==> src/rtl/filter_pkg.sv <==
// Shared constants and types for the interpolation filter front end.
package filter_pkg;

    localparam int DATA_WIDTH_DEF = 8;
    localparam int PHASE_W        = 4;

    typedef enum logic [0:0] {
        IDLE = 1'b0,
        RUN  = 1'b1
    } fsm_state_t;

    function automatic logic [PHASE_W-1:0] next_phase(
        input logic [PHASE_W-1:0] phase,
        input logic [PHASE_W-1:0] last_phase
    );
        return (phase == last_phase) ? {PHASE_W{1'b0}} : phase + PHASE_W'(1);
    endfunction

endpackage

==> src/rtl/rate_tick_gen.sv <==
// Free-running CLK_DIV counter producing a one-cycle tick on its terminal count.
// Shared by the upsample feeder and the coefficient sequencer.
module rate_tick_gen #(
    parameter int CLK_DIV = 25
) (
    input  logic clk,
    input  logic rst,
    input  logic i_srst,
    output logic o_tick
);

    localparam int                CNT_W   = $clog2(CLK_DIV);
    localparam logic [CNT_W-1:0]  CNT_MAX = CNT_W'(CLK_DIV - 1);

    logic [CNT_W-1:0] r_cnt;

    // Divider counter, wraps at CLK_DIV-1.
    always_ff @(posedge clk or negedge rst) begin
        if (!rst) begin
            r_cnt <= '0;
        end else if (i_srst) begin
            r_cnt <= '0;
        end else if (r_cnt == CNT_MAX) begin
            r_cnt <= '0;
        end else begin
            r_cnt <= r_cnt + CNT_W'(1);
        end
    end

    assign o_tick = (r_cnt == CNT_MAX) && !i_srst;

endmodule

==> src/rtl/upsample_feeder.sv <==
// Zero-insertion upsampler feeding the interpolation delay line.
// Define UPSAMPLE_ZOH_EN for zero-order hold instead of zero insertion.
module upsample_feeder
    import filter_pkg::*;
#(
    parameter int DATA_WIDTH = DATA_WIDTH_DEF,
    parameter int L          = 4,
    parameter int CLK_DIV    = 25
) (
    input  logic                  clk,
    input  logic                  rst,
    input  logic                  i_valid,
    input  logic [DATA_WIDTH-1:0] i_data,
    output logic                  o_ready,
    output logic [DATA_WIDTH-1:0] o_data,
    output logic                  o_write_EN,
    output logic [PHASE_W-1:0]    o_phase,
    output logic                  o_underrun
);

    localparam logic [PHASE_W-1:0] LAST_PHASE = PHASE_W'(L - 1);

    logic [1:0]            r_rst_sync;
    logic                  w_srst;
    logic                  w_tick;
    logic                  w_accept;
    logic                  w_consume;
    logic [DATA_WIDTH-1:0] r_hold;
    logic                  r_hold_full;
    logic [DATA_WIDTH-1:0] w_fill;
    fsm_state_t            r_state;
    fsm_state_t            w_state_nxt;
    logic [PHASE_W-1:0]    r_phase;
    logic [PHASE_W-1:0]    w_phase_nxt;
    logic [PHASE_W-1:0]    w_ophase_nxt;
    logic [DATA_WIDTH-1:0] w_data_nxt;
    logic                  w_we_nxt;
    logic                  w_und_nxt;

    // Reset release synchroniser; its output clears the datapath synchronously.
    always_ff @(posedge clk or negedge rst) begin
        if (!rst) begin
            r_rst_sync <= 2'b00;
        end else begin
            r_rst_sync <= {r_rst_sync[0], 1'b1};
        end
    end

    assign w_srst = !r_rst_sync[1];

    rate_tick_gen #(
        .CLK_DIV (CLK_DIV)
    ) u_tick (
        .clk    (clk),
        .rst    (rst),
        .i_srst (w_srst),
        .o_tick (w_tick)
    );

    assign w_consume = w_tick && r_hold_full && ((r_state == IDLE) || (r_phase == '0));
    assign o_ready   = !r_hold_full || w_consume;
    assign w_accept  = i_valid && o_ready;

    // One-entry hold buffer; a same-cycle accept wins over the consume.
    always_ff @(posedge clk or negedge rst) begin
        if (!rst) begin
            r_hold      <= '0;
            r_hold_full <= 1'b0;
        end else if (w_accept) begin
            r_hold      <= i_data;
            r_hold_full <= 1'b1;
        end else if (w_consume) begin
            r_hold_full <= 1'b0;
        end else begin
            r_hold_full <= r_hold_full;
        end
    end

`ifdef UPSAMPLE_ZOH_EN
    logic [DATA_WIDTH-1:0] r_last;

    // Last phase-0 sample, repeated on fill phases and on underrun.
    always_ff @(posedge clk or negedge rst) begin
        if (!rst) begin
            r_last <= '0;
        end else if (w_srst) begin
            r_last <= '0;
        end else if (w_consume) begin
            r_last <= r_hold;
        end else begin
            r_last <= r_last;
        end
    end

    assign w_fill = r_last;
`else
    assign w_fill = '0;
`endif

    // Next-state and next-output decode; once running, every tick strobes.
    always_comb begin
        w_state_nxt  = r_state;
        w_phase_nxt  = r_phase;
        w_ophase_nxt = o_phase;
        w_data_nxt   = o_data;
        w_we_nxt     = 1'b0;
        w_und_nxt    = o_underrun;
        case (r_state)
            IDLE: begin
                if (w_tick && r_hold_full) begin
                    w_state_nxt  = RUN;
                    w_phase_nxt  = PHASE_W'(1);
                    w_ophase_nxt = '0;
                    w_data_nxt   = r_hold;
                    w_we_nxt     = 1'b1;
                end else begin
                    w_state_nxt  = IDLE;
                end
            end
            RUN: begin
                if (w_tick) begin
                    w_we_nxt     = 1'b1;
                    w_ophase_nxt = r_phase;
                    w_phase_nxt  = next_phase(r_phase, LAST_PHASE);
                    if (r_phase != '0) begin
                        w_data_nxt = w_fill;
                    end else if (r_hold_full) begin
                        w_data_nxt = r_hold;
                    end else begin
                        w_data_nxt = w_fill;
                        w_und_nxt  = 1'b1;
                    end
                end else begin
                    w_state_nxt = RUN;
                end
            end
            default: begin
                w_state_nxt = IDLE;
            end
        endcase
    end

    // FSM state and registered delay-line outputs.
    always_ff @(posedge clk or negedge rst) begin
        if (!rst) begin
            r_state    <= IDLE;
            r_phase    <= '0;
            o_phase    <= '0;
            o_data     <= '0;
            o_write_EN <= 1'b0;
            o_underrun <= 1'b0;
        end else if (w_srst) begin
            r_state    <= IDLE;
            r_phase    <= '0;
            o_phase    <= '0;
            o_data     <= '0;
            o_write_EN <= 1'b0;
            o_underrun <= 1'b0;
        end else begin
            r_state    <= w_state_nxt;
            r_phase    <= w_phase_nxt;
            o_phase    <= w_ophase_nxt;
            o_data     <= w_data_nxt;
            o_write_EN <= w_we_nxt;
            o_underrun <= w_und_nxt;
        end
    end

endmodule

==> config.mk <==
export PLATFORM = sky130hd
export DESIGN_NAME = upsample_feeder
export DESIGN_NICKNAME = d
export VERILOG_FILES = /design/src/rtl/filter_pkg.sv /design/src/rtl/rate_tick_gen.sv /design/src/rtl/upsample_feeder.sv
export SDC_FILE = /design/constraint.sdc
export NUM_CORES = 1
export LEC_CHECK = 0
export ABC_AREA = 0
export BUFFER_PORTS_ARGS = -buffer_cell sky130_fd_sc_hd__buf_2
export CAP_MARGIN = 20
export CORE_MARGIN = 3
export CORE_UTILIZATION = 50
export CTS_BUF_LIST = sky130_fd_sc_hd__clkbuf_4 sky130_fd_sc_hd__clkbuf_8 sky130_fd_sc_hd__clkbuf_16
export CTS_CLUSTER_SIZE = 8
export DETAILED_ROUTE_END_ITERATION = 16
export PLACE_DENSITY = 0.72
export SYNTH_ARGS = -nofsm -noshare
export SYNTH_HDL_FRONTEND = slang
export SYNTH_SLANG_ARGS = --single-unit
==> constraint.sdc <==
create_clock -name clk -period 2.1 [get_ports clk]
set_clock_uncertainty 0.15 [all_clocks]
set_input_delay 0.105 -clock clk [delete_from_list [all_inputs] [get_ports clk]]
set_output_delay 0.105 -clock clk [all_outputs]
set_load 0.01 [all_outputs]
==> run summary, run 1 <==
TritonCTS built the clock tree. Setup repair after global routing left no endpoint under its margin. For this design the ratio of total power to cell area is 634 nW/um^2. Walking the worst path, the cells encountered are inv_1, ha_1, and4b_2, o2111a_2, nand2b_1, buf_2. The tools report the post-synthesis cell area as 1640 um^2.

The area of combinational cells with multiple inputs was 682 um^2; the register bit total from synthesis was 35. For the share of power burned in combinational logic, the log shows 5.8%. The tools report the count of endpoints failing setup in the final report as 0. During I/O placement, the number of pins put on the boundary was 26. The share of synthesized registers carrying an async set or reset was 100%. The complex-gate fraction of the synthesized area works out to 21.7%. Tracing the worst setup path back leads to its startpoint at u_tick.r_cnt[0]. The count of TritonRoute iterations in the first routing pass was 4. The later-pin clock latency in the skew report is 330 ps, and the number of buffers inserted by port buffering is 25. The largest individual stage delay along the critical path comes from the cell sky130_fd_sc_hd__dfrtp_1. For this design the total switching power over the nets is 0.000274 W. The sequential share of the synthesized area came out at 53.3%. The path class of the tightest hold or removal check is in2async.

The die outline width works out to 63.3 um. The die covers 4010 um^2. For this block, the routed nets add up to 3570 um of wire. Based on the critical path, the design can be clocked at up to 502 MHz.

After clock tree synthesis, the clock-pin slew on the worst setup and hold paths is 100 ps. The logs give 6160 um for the wire length of the first global-routing pass and 876 um^2 for the register area. For the post-synthesis cell type count, the log shows 39.

The core region is 3100 um^2. Global routing used 19.4% of the available tracks. The area share of xor/xnor cells in the synthesized design works out to 1.60%.

The run gives 211 as the final net count. The run finished with clean final reports. After Yosys synthesis, full adders, half adders and majority gates account for 3.05% of the synthesized area. The setup TNS was 0 ps. The layout has 260 filler cells. In this run switching power makes up 21.5% of total power. Once the floorplan was initialized, standard cells occupied 52.9% of the core.

Row generation in the floorplan step produced 20 rows. The die is 63.3 um tall. The slew at the pin closest to its max-slew limit is 740 ps, and the number of enable flip-flop cells after synthesis is 0. The run gives 220 as the instance count after placement with tap cells included. At the worst endpoint, the arrival time is 1740 ps. The cell-internal power was 0.00100 W; the total grt overflow was 0. In this design, the stage delay of the slowest critical-path cell is 410 ps.

For the met1 track demand over resource, the log shows 26.9%. The synthesized net count came out at 172. Of the total power, registers draw 54.9%.

The tools report the number of antenna-violating nets in the routed design as 0. STA classifies the critical path endpoint as an output pin. The clock period minus worst slack is 1990 ps. The finished layout holds 241 standard cells, fillers aside. Each instance of the synthesized netlist takes up on average 10.5 um^2. The number of remaining DRC errors came out at 0.

The clock tree root driver cell is sky130_fd_sc_hd__clkbuf_4. The number of global-route vias before repair was 1,311. The logs give 0.823 for the final weighted congestion of routability-driven global placement and 2 for the H-tree depth.

The top cell types in the final layout, fill and taps aside, are sky130_fd_sc_hd__dfrtp_1, sky130_fd_sc_hd__buf_2, sky130_fd_sc_hd__nand2_1. In this run the static leakage power is 0.948 nW. The clock net in this run drives a total of 35 sinks.

For met3 alone, demand over resource in global routing was 4.46%. After the first detailed-routing iteration, the DRC count stood at 134. Relative to the synthesized area, the layout overhead comes to 22.6%. For this run, global-route usage on met2 was measured as 28.8%. The minimum setup slack after placement was 189 ps; the worst vdd rail ir drop was 317 uV. The final clock period utilization by the worst path works out to 94.9%.

The smallest setup slack after layout came out at 107 ps. The number of buffers created by CTS is 5. By startpoint and endpoint, the worst setup path is classified as reg2out. Leading cell type in the layout, fill and taps excluded: sky130_fd_sc_hd__dfrtp_1.

The repair_antennas step left the layout with diodes totalling 0. The share of synthesized cell area in and, or, nand and nor gates was 14.5%. By area, the combinational part of the netlist is dominated by compound AO/OA/AOI/OAI gates. The clock network power share is 39.3%. Number of hold violations in the final report: 0. The logs give 157 for the count of mapped cells out of synthesis and 2360 um for the HPWL after detailed placement. The number of vias in the routed layout came out at 1,362.

The fraction of synthesized area in multiplexers works out to 0%. Of the cells placed in the final design, the portion with a size suffix greater than 1 is 23.9%. The worst register-to-register path begins at u_tick.r_cnt[0]. In this run the deepest clock path goes through 2 buffers. The worst pin sits at a relative slew slack of 50.7%. The most used flip-flop cell after synthesis was sky130_fd_sc_hd__dfrtp_1.

The total of warnings raised by yosys is 0, and the worst path buffer plus inverter count is 2. The highest fanout seen on the critical path works out to 5. The family of cells with the greatest summed delay on the critical path was simple AND/OR/NAND/NOR gates. STA classifies the critical path startpoint as a register. The average vias per placed instance is 5.65, and the pin count of the biggest net entering global routing is 36. The tools report the initial antenna violation count as 0. The global routing's busiest layer was met2. Dividing the detail-routed wire length by the instance count gives 14.8 um. The data required time at the worst endpoint is 1850 ps, and the number of slew-limit violations in the final report is 0. Max-cap violations in this run came to 0.
==> synth_stat cells (all sizes together), types with 2 or more instances <==
library cell / instances / share of area [%]
dfrtp: 35 / 53
nand2: 20 / 4.6
nand3: 9 / 2.7
a22o: 8 / 4.3
buf: 8 / 3.0
inv: 8 / 1.8
o2111ai: 8 / 4.3
o211ai: 8 / 3.7
nor2: 7 / 1.6
o21ai: 6 / 2.1
a21oi: 5 / 1.5
ha: 4 / 3.0
nand2b: 4 / 1.5
clkbuf: 3 / 0.76
nor3b: 2 / 0.91
o32ai: 2 / 1.1
xor2: 2 / 1.1
==> worst paths after layout <==
kind	end	slack, ps	cells after the start
worst max-delay path	o_ready	110	6
worst min-delay path	o_phase[3]	200	2
worst max register to register	o_data[7]	190	7
worst min register to register	r_rst_sync[1]	220	0
max in group asynchronous	r_rst_sync[1]	1120	2
min in group clk	r_rst_sync[1]	220	0
==> sequential cells by signal (all words and copies together) (netlist names) <==
| signal | count |
|---|---|
| u_tick.r_cnt | 5 |
| o_underrun | 1 |
| r_phase | 4 |
| r_state | 1 |
| r_hold | 8 |
| r_hold_full | 1 |
| o_write_EN | 1 |
| o_phase | 4 |
| o_data | 8 |
| r_rst_sync | 2 |
==> power groups by stage <==
| stage | combinational, W | clock (W) | sequential, W |
|---|---|---|---|
| after global routing | 0.0000840 | 0.000548 | 0.000702 |
| after CTS | 0.0000753 | 0.000514 | 0.000700 |
| final | 0.0000743 | 0.000502 | 0.000701 |
| after floorplan | 0.0000318 | 0 | 0.000708 |
| after detailed placement | 0.0000610 | 0 | 0.000713 |
| after global placement | 0.0000574 | 0 | 0.000712 |
==> kinds of logic after synthesis <==
family                   count (synthesis)
AO/OA/AOI/OAI                           46
XOR/XNOR                                 3
adder cells (fa/ha/maj)                  4
buffers and inverters                   19
flip-flops                              35
other                                    1
AND/OR/NAND/NOR                         49
==> worst reg2reg max path: cells and delay by family, from the launching register on <==
family | cells | cell delay [ps]
DFF | 1 | 410
and+or+nand+nor | 1 | 290
adders and majority gates | 1 | 200
buffers and inverters | 3 | 370
AOI/OAI and AO/OA | 2 | 400
==> stage by stage <==
stage / hold WS, ps / cell area [um^2] / total power (W) / util [%]
floorplan: -341 / 1640 / 0.000740 / -
global placement: 54.3 / 1800 / 0.000770 / 57.9
detailed placement: 67.9 / 1800 / 0.000774 / 57.9
CTS: 222 / 1990 / 0.00129 / 64.3
global route: 227 / 2010 / 0.00133 / 64.9
finish: 204 / 2010 / 0.00128 / 64.9
==> final cells by class <==
class,count,share of cell area (%)
Sequential cell,35,43.5
Clock buffer,6,2.55
Multi-Input combinational cell,103,33.9
Tap cell,44,2.73
Inverter,8,1.49
Clock inverter,2,1.74
Timing Repair Buffer,43,14.2
==> timing repair <==
action / 4_1_cts / 5_1_grt
setup endpoints to repair: 1 / 1
gates cloned: 0 / 0
resized for setup: 2 / 1
hold buffers: 10 / 0
setup buffers: 1 / 2
endpoints found under the hold margin: 44 / 0
==> metal layers <==
layer  wire length [um]  vias up
met5                  0        -
met4                 66        0
met3                174        7
met2               1640       45
met1               1690      664
li1                   -      646
Note: power is estimated with default switching activity, not from simulation.
==> inputs of run 2 (changes only) <==
--- a/config.mk
+++ b/config.mk
@@ -16,4 +16,5 @@
 export PLACE_DENSITY = 0.72
 export SYNTH_ARGS = -nofsm -noshare
 export SYNTH_HDL_FRONTEND = slang
+export SYNTH_HIERARCHICAL = 1
 export SYNTH_SLANG_ARGS = --single-unit
==> run summary, run 2 <==
For hold timing, the worst endpoint is r_rst_sync[1]. Ranked by total cell area, the synthesized netlist is headed by sky130_fd_sc_hd__dfrtp_1, sky130_fd_sc_hd__a22o_1, sky130_fd_sc_hd__mux2_2, sky130_fd_sc_hd__ha_1, sky130_fd_sc_hd__inv_1. The area of the core came out at 2830 um^2 (-8.8%). Setup repair after global routing could not meet its margin everywhere. The clock period minus worst slack came out at 2250 ps (+260 ps). The run gives -1170 ps (-1170 ps) as the setup TNS. The tools report the pin count of the biggest net entering global routing as 36 (unchanged). The HPWL after detailed placement came out at 2200 um (-7.1%). The run finished, with violations left.

The die outline width was 61.0 um (-3.7%). Worst setup path category: reg2out. The highest fanout seen on the critical path works out to 4 (-1). The run gives 53.4% (+0.44 points) as the initial core utilization.

Launching point of the worst reg2reg path: u_tick/r_cnt[0]. The data arrival time of the worst path was 2000 ps (+260 ps); the clock-pin slew on the worst setup and hold paths was 110 ps (about the same). The number of DRC markers after the initial detailed-route iteration is 24 (-82%), and the depth of the worst register-to-register path is 9 (+2).

Total grt overflow: 0 (unchanged). Family of cells with the greatest summed delay on the critical path: simple AND/OR/NAND/NOR gates. The final weighted congestion of routability-driven global placement is 0.729 (-11%).

Data required time at the worst endpoint: 1850 ps (about the same). The class of the worst hold path was reg2reg. The sequential share of the synthesized area is 58.0% (+4.7 points), and the power per unit of standard cell area is 662 nW/um^2 (+4.5%). The run gives 3720 um^2 (-7.3%) as the total die area.

The run gives 2 (unchanged) as the H-tree depth. In the layout the commonest cells are sky130_fd_sc_hd__dfrtp_1, sky130_fd_sc_hd__buf_2, sky130_fd_sc_hd__buf_4. The slew at the pin closest to its max-slew limit is 761 ps (+21.1 ps), and the post-synthesis cell type count is 32 (-18%).

The slowest library cell on the worst path is sky130_fd_sc_hd__dfrtp_1. The initial antenna violation count came out at 0 (unchanged). Average vias per placed instance: 5.31 (-6.0%). The final antenna diode count was 0 (unchanged). The maximum cell stage delay along the critical path was 410 ps (about the same). The worst vdd rail ir drop was 519 uV (+64%).

Relative to the synthesized area, the layout overhead comes to 37.9%. The worst-case register-to-register setup slack is -140 ps (-330 ps). The share of cells above drive strength 1 was 44.0% (+20 points). For the number of buffers created by CTS, the log shows 5 (unchanged). The post-synthesis cell area is 1510 um^2 (-8.1%).

The register bit total from synthesis came out at 35 (unchanged). The synthesized net count is 130 (-24%), and the vertical die dimension is 61.0 um (-3.7%). For the number of remaining DRC errors, the log shows 0 (unchanged). Walking the worst path, the cells encountered are inv_1, ha_2, and4b_4, nor2b_4, buf_6, nand2_4, o311ai_4, buf_2. The share of synthesized registers carrying an async set or reset is 100% (unchanged). In the post-synthesis netlist, the cell with the most instances is sky130_fd_sc_hd__dfrtp_1. The total detailed-routing wirelength was 3140 um (-12%); the smallest setup slack after layout was -153 ps (-260 ps). sky130_fd_sc_hd__dfrtp_1 takes more of the synthesized area than any other cell. The run gives 0 (unchanged) as the number of slew-limit violations in the final report. The type of element capturing the critical path was an output pin. The tools report the number of vias in the routed layout as 1,094 (-20%). The logs give 6 (+6) for the total of warnings raised by yosys and 4 (unchanged) for the count of TritonRoute iterations in the first routing pass. The cell depth of the worst hold path came out at 0. The worst path buffer plus inverter count is 3 (+1). The number of antenna-violating nets in the routed design is 0 (unchanged). The count of mapped cells out of synthesis is 115 (-27%), and the cell area after placement is 1800 um^2 (unchanged). The startpoint identified for the worst hold timing path is r_rst_sync[0]. The highest attainable clock frequency came out at 444 MHz (-12%). STA classifies the critical path startpoint as a register. The count of endpoints failing setup in the final report came out at 9 (+9). TritonCTS built the clock tree. Number of rows created at floorplan: 19 (-5.0%).

The final net count was 189 (-10%). The run gives 26 (unchanged) as the count of pins on the block boundary. Clock tree root driver cell: sky130_fd_sc_hd__clkbuf_4.

The total routing usage reported by global routing was 19.0% (-0.41 points); the number of enable flip-flop cells after synthesis was 0 (unchanged). The number of hold violations in the final report came out at 0 (unchanged). Final clock period utilization by the worst path: 107% (+12 points). The run gives 49.3% (-1.4 points) as the tightest slew margin relative to the limit. The final reports fail on setup timing. The number of buffers between clock root and the deepest sink was 2 (unchanged); the CTS sink count was 35 (unchanged). The number of global-route vias before repair was 1,118 (-15%). The wire length of the first global-routing pass was 4990 um (-19%); the leakage power was 1.07 nW (+13%). The post-synthesis average cell area works out to 13.1 um^2 (+26%).

Leaving out fill and tap cells, the most frequent cell in the layout is sky130_fd_sc_hd__dfrtp_1. The later-pin clock latency in the skew report was 330 ps (about the same); the number of buffers inserted by port buffering was 25 (unchanged). The run gives 0 (unchanged) as the number of maximum-capacitance constraint violations.

In the final layout, the registers with the most flip-flops are o_data: 8 flops, r_hold: 8 flops, u_tick/r_cnt: 5 flops. The worst register-to-register path ends at r_hold[7]. The share of Yosys cell area claimed by the top area cell type was 58.0% (+4.7 points). The design area is 2080 um^2 (+3.4%).

Most used flip-flop cell after synthesis: sky130_fd_sc_hd__dfrtp_1. By count the netlist is led by sky130_fd_sc_hd__dfrtp_1, sky130_fd_sc_hd__a22o_1, sky130_fd_sc_hd__inv_1, sky130_fd_sc_hd__mux2_2, sky130_fd_sc_hd__clkbuf_1. The per-cell routed wire length was 15.3 um (+2.9%).
-- run 2: area by class of cell --
type / instances / area [um^2]
well taps: 31 / 38.8
inverters: 8 / 30.0
clock inverters: 2 / 60.1
clock buffers: 6 / 45.0
repair buffers: 57 / 402
fillers: 191 / 747
multi-input cells: 67 / 631
flip-flops and latches: 35 / 876
-- run 2: how the worst max path moves through the flow --
stage	start	slack, ps	cells past startpoint	to
final	u_tick/r_cnt[0]	-150	8	o_ready
after global routing	u_tick/r_cnt[0]	-240	8	o_ready
after CTS	u_tick/r_cnt[0]	-140	8	o_ready
after detailed placement	u_tick/r_cnt[0]	-70	8	r_hold[2]
after global placement	r_phase[0]	10	6	r_hold[7]
after floorplan	u_tick/r_cnt[0]	-130	8	r_hold[0]
-- run 2: cells by family after synthesis --
group                    after synthesis  synth area share, %
flip-flops                            35                 58.0
AO/OA/AOI/OAI                         28                 16.2
AND/OR/NAND/NOR                       24                 11.8
buffers and inverters                 13                 3.23
multiplexers                           8                 5.97
adder cells (fa/ha/maj)                4                 3.31
XOR/XNOR                               2                 1.16
other                                  1                0.248
-- run 2: per-layer routing --
metal	vias up	GRT usage, %	wire length (um)
li1	538	-	-
met1	535	21.7	1370
met2	17	32.4	1620
met3	4	6.17	104
met4	0	8.36	45
met5	-	0	0
-- run 2: worst reg2reg max path, stage by stage, from the launching register on --
cell                       delay, ps
sky130_fd_sc_hd__dfrtp_1         410
sky130_fd_sc_hd__inv_1            70
sky130_fd_sc_hd__ha_2            160
sky130_fd_sc_hd__and4b_4         240
sky130_fd_sc_hd__nor2b_4         160
sky130_fd_sc_hd__buf_4           130
sky130_fd_sc_hd__nor2b_2          40
sky130_fd_sc_hd__a311oi_4        270
sky130_fd_sc_hd__buf_6           170
sky130_fd_sc_hd__mux2_2          330
-- run 2: through the flow --
step	cells	utilization (%)	total power [W]	setup WS, ps	hold slack (ps)
after global placement	185	63.6	0.000771	11.9	58.6
final	206	73.6	0.00138	-153	208
after global routing	206	73.6	0.00143	-242	227
after CTS	204	71.9	0.00139	-140	214
after floorplan	115	-	0.000734	-134	-341
after detailed placement	185	63.6	0.000775	-66.2	71.2
-- run 2: power breakdown --
part / leakage [nW] / switching [W] / internal, W
clock: 0.0559 / 0.000217 / 0.000385
combinational: 0.544 / 0.0000394 / 0.0000417
sequential: 0.468 / 0.00000839 / 0.000688
total: 1.07 / 0.000265 / 0.00111
-- run 2: what timing repair did --
item,CTS,global route
hold endpoints to repair,44,0
resized for setup,7,7
buffers inserted,1,2
pin swaps,1,4
hold buffers,10,0
setup endpoints to repair,17,17
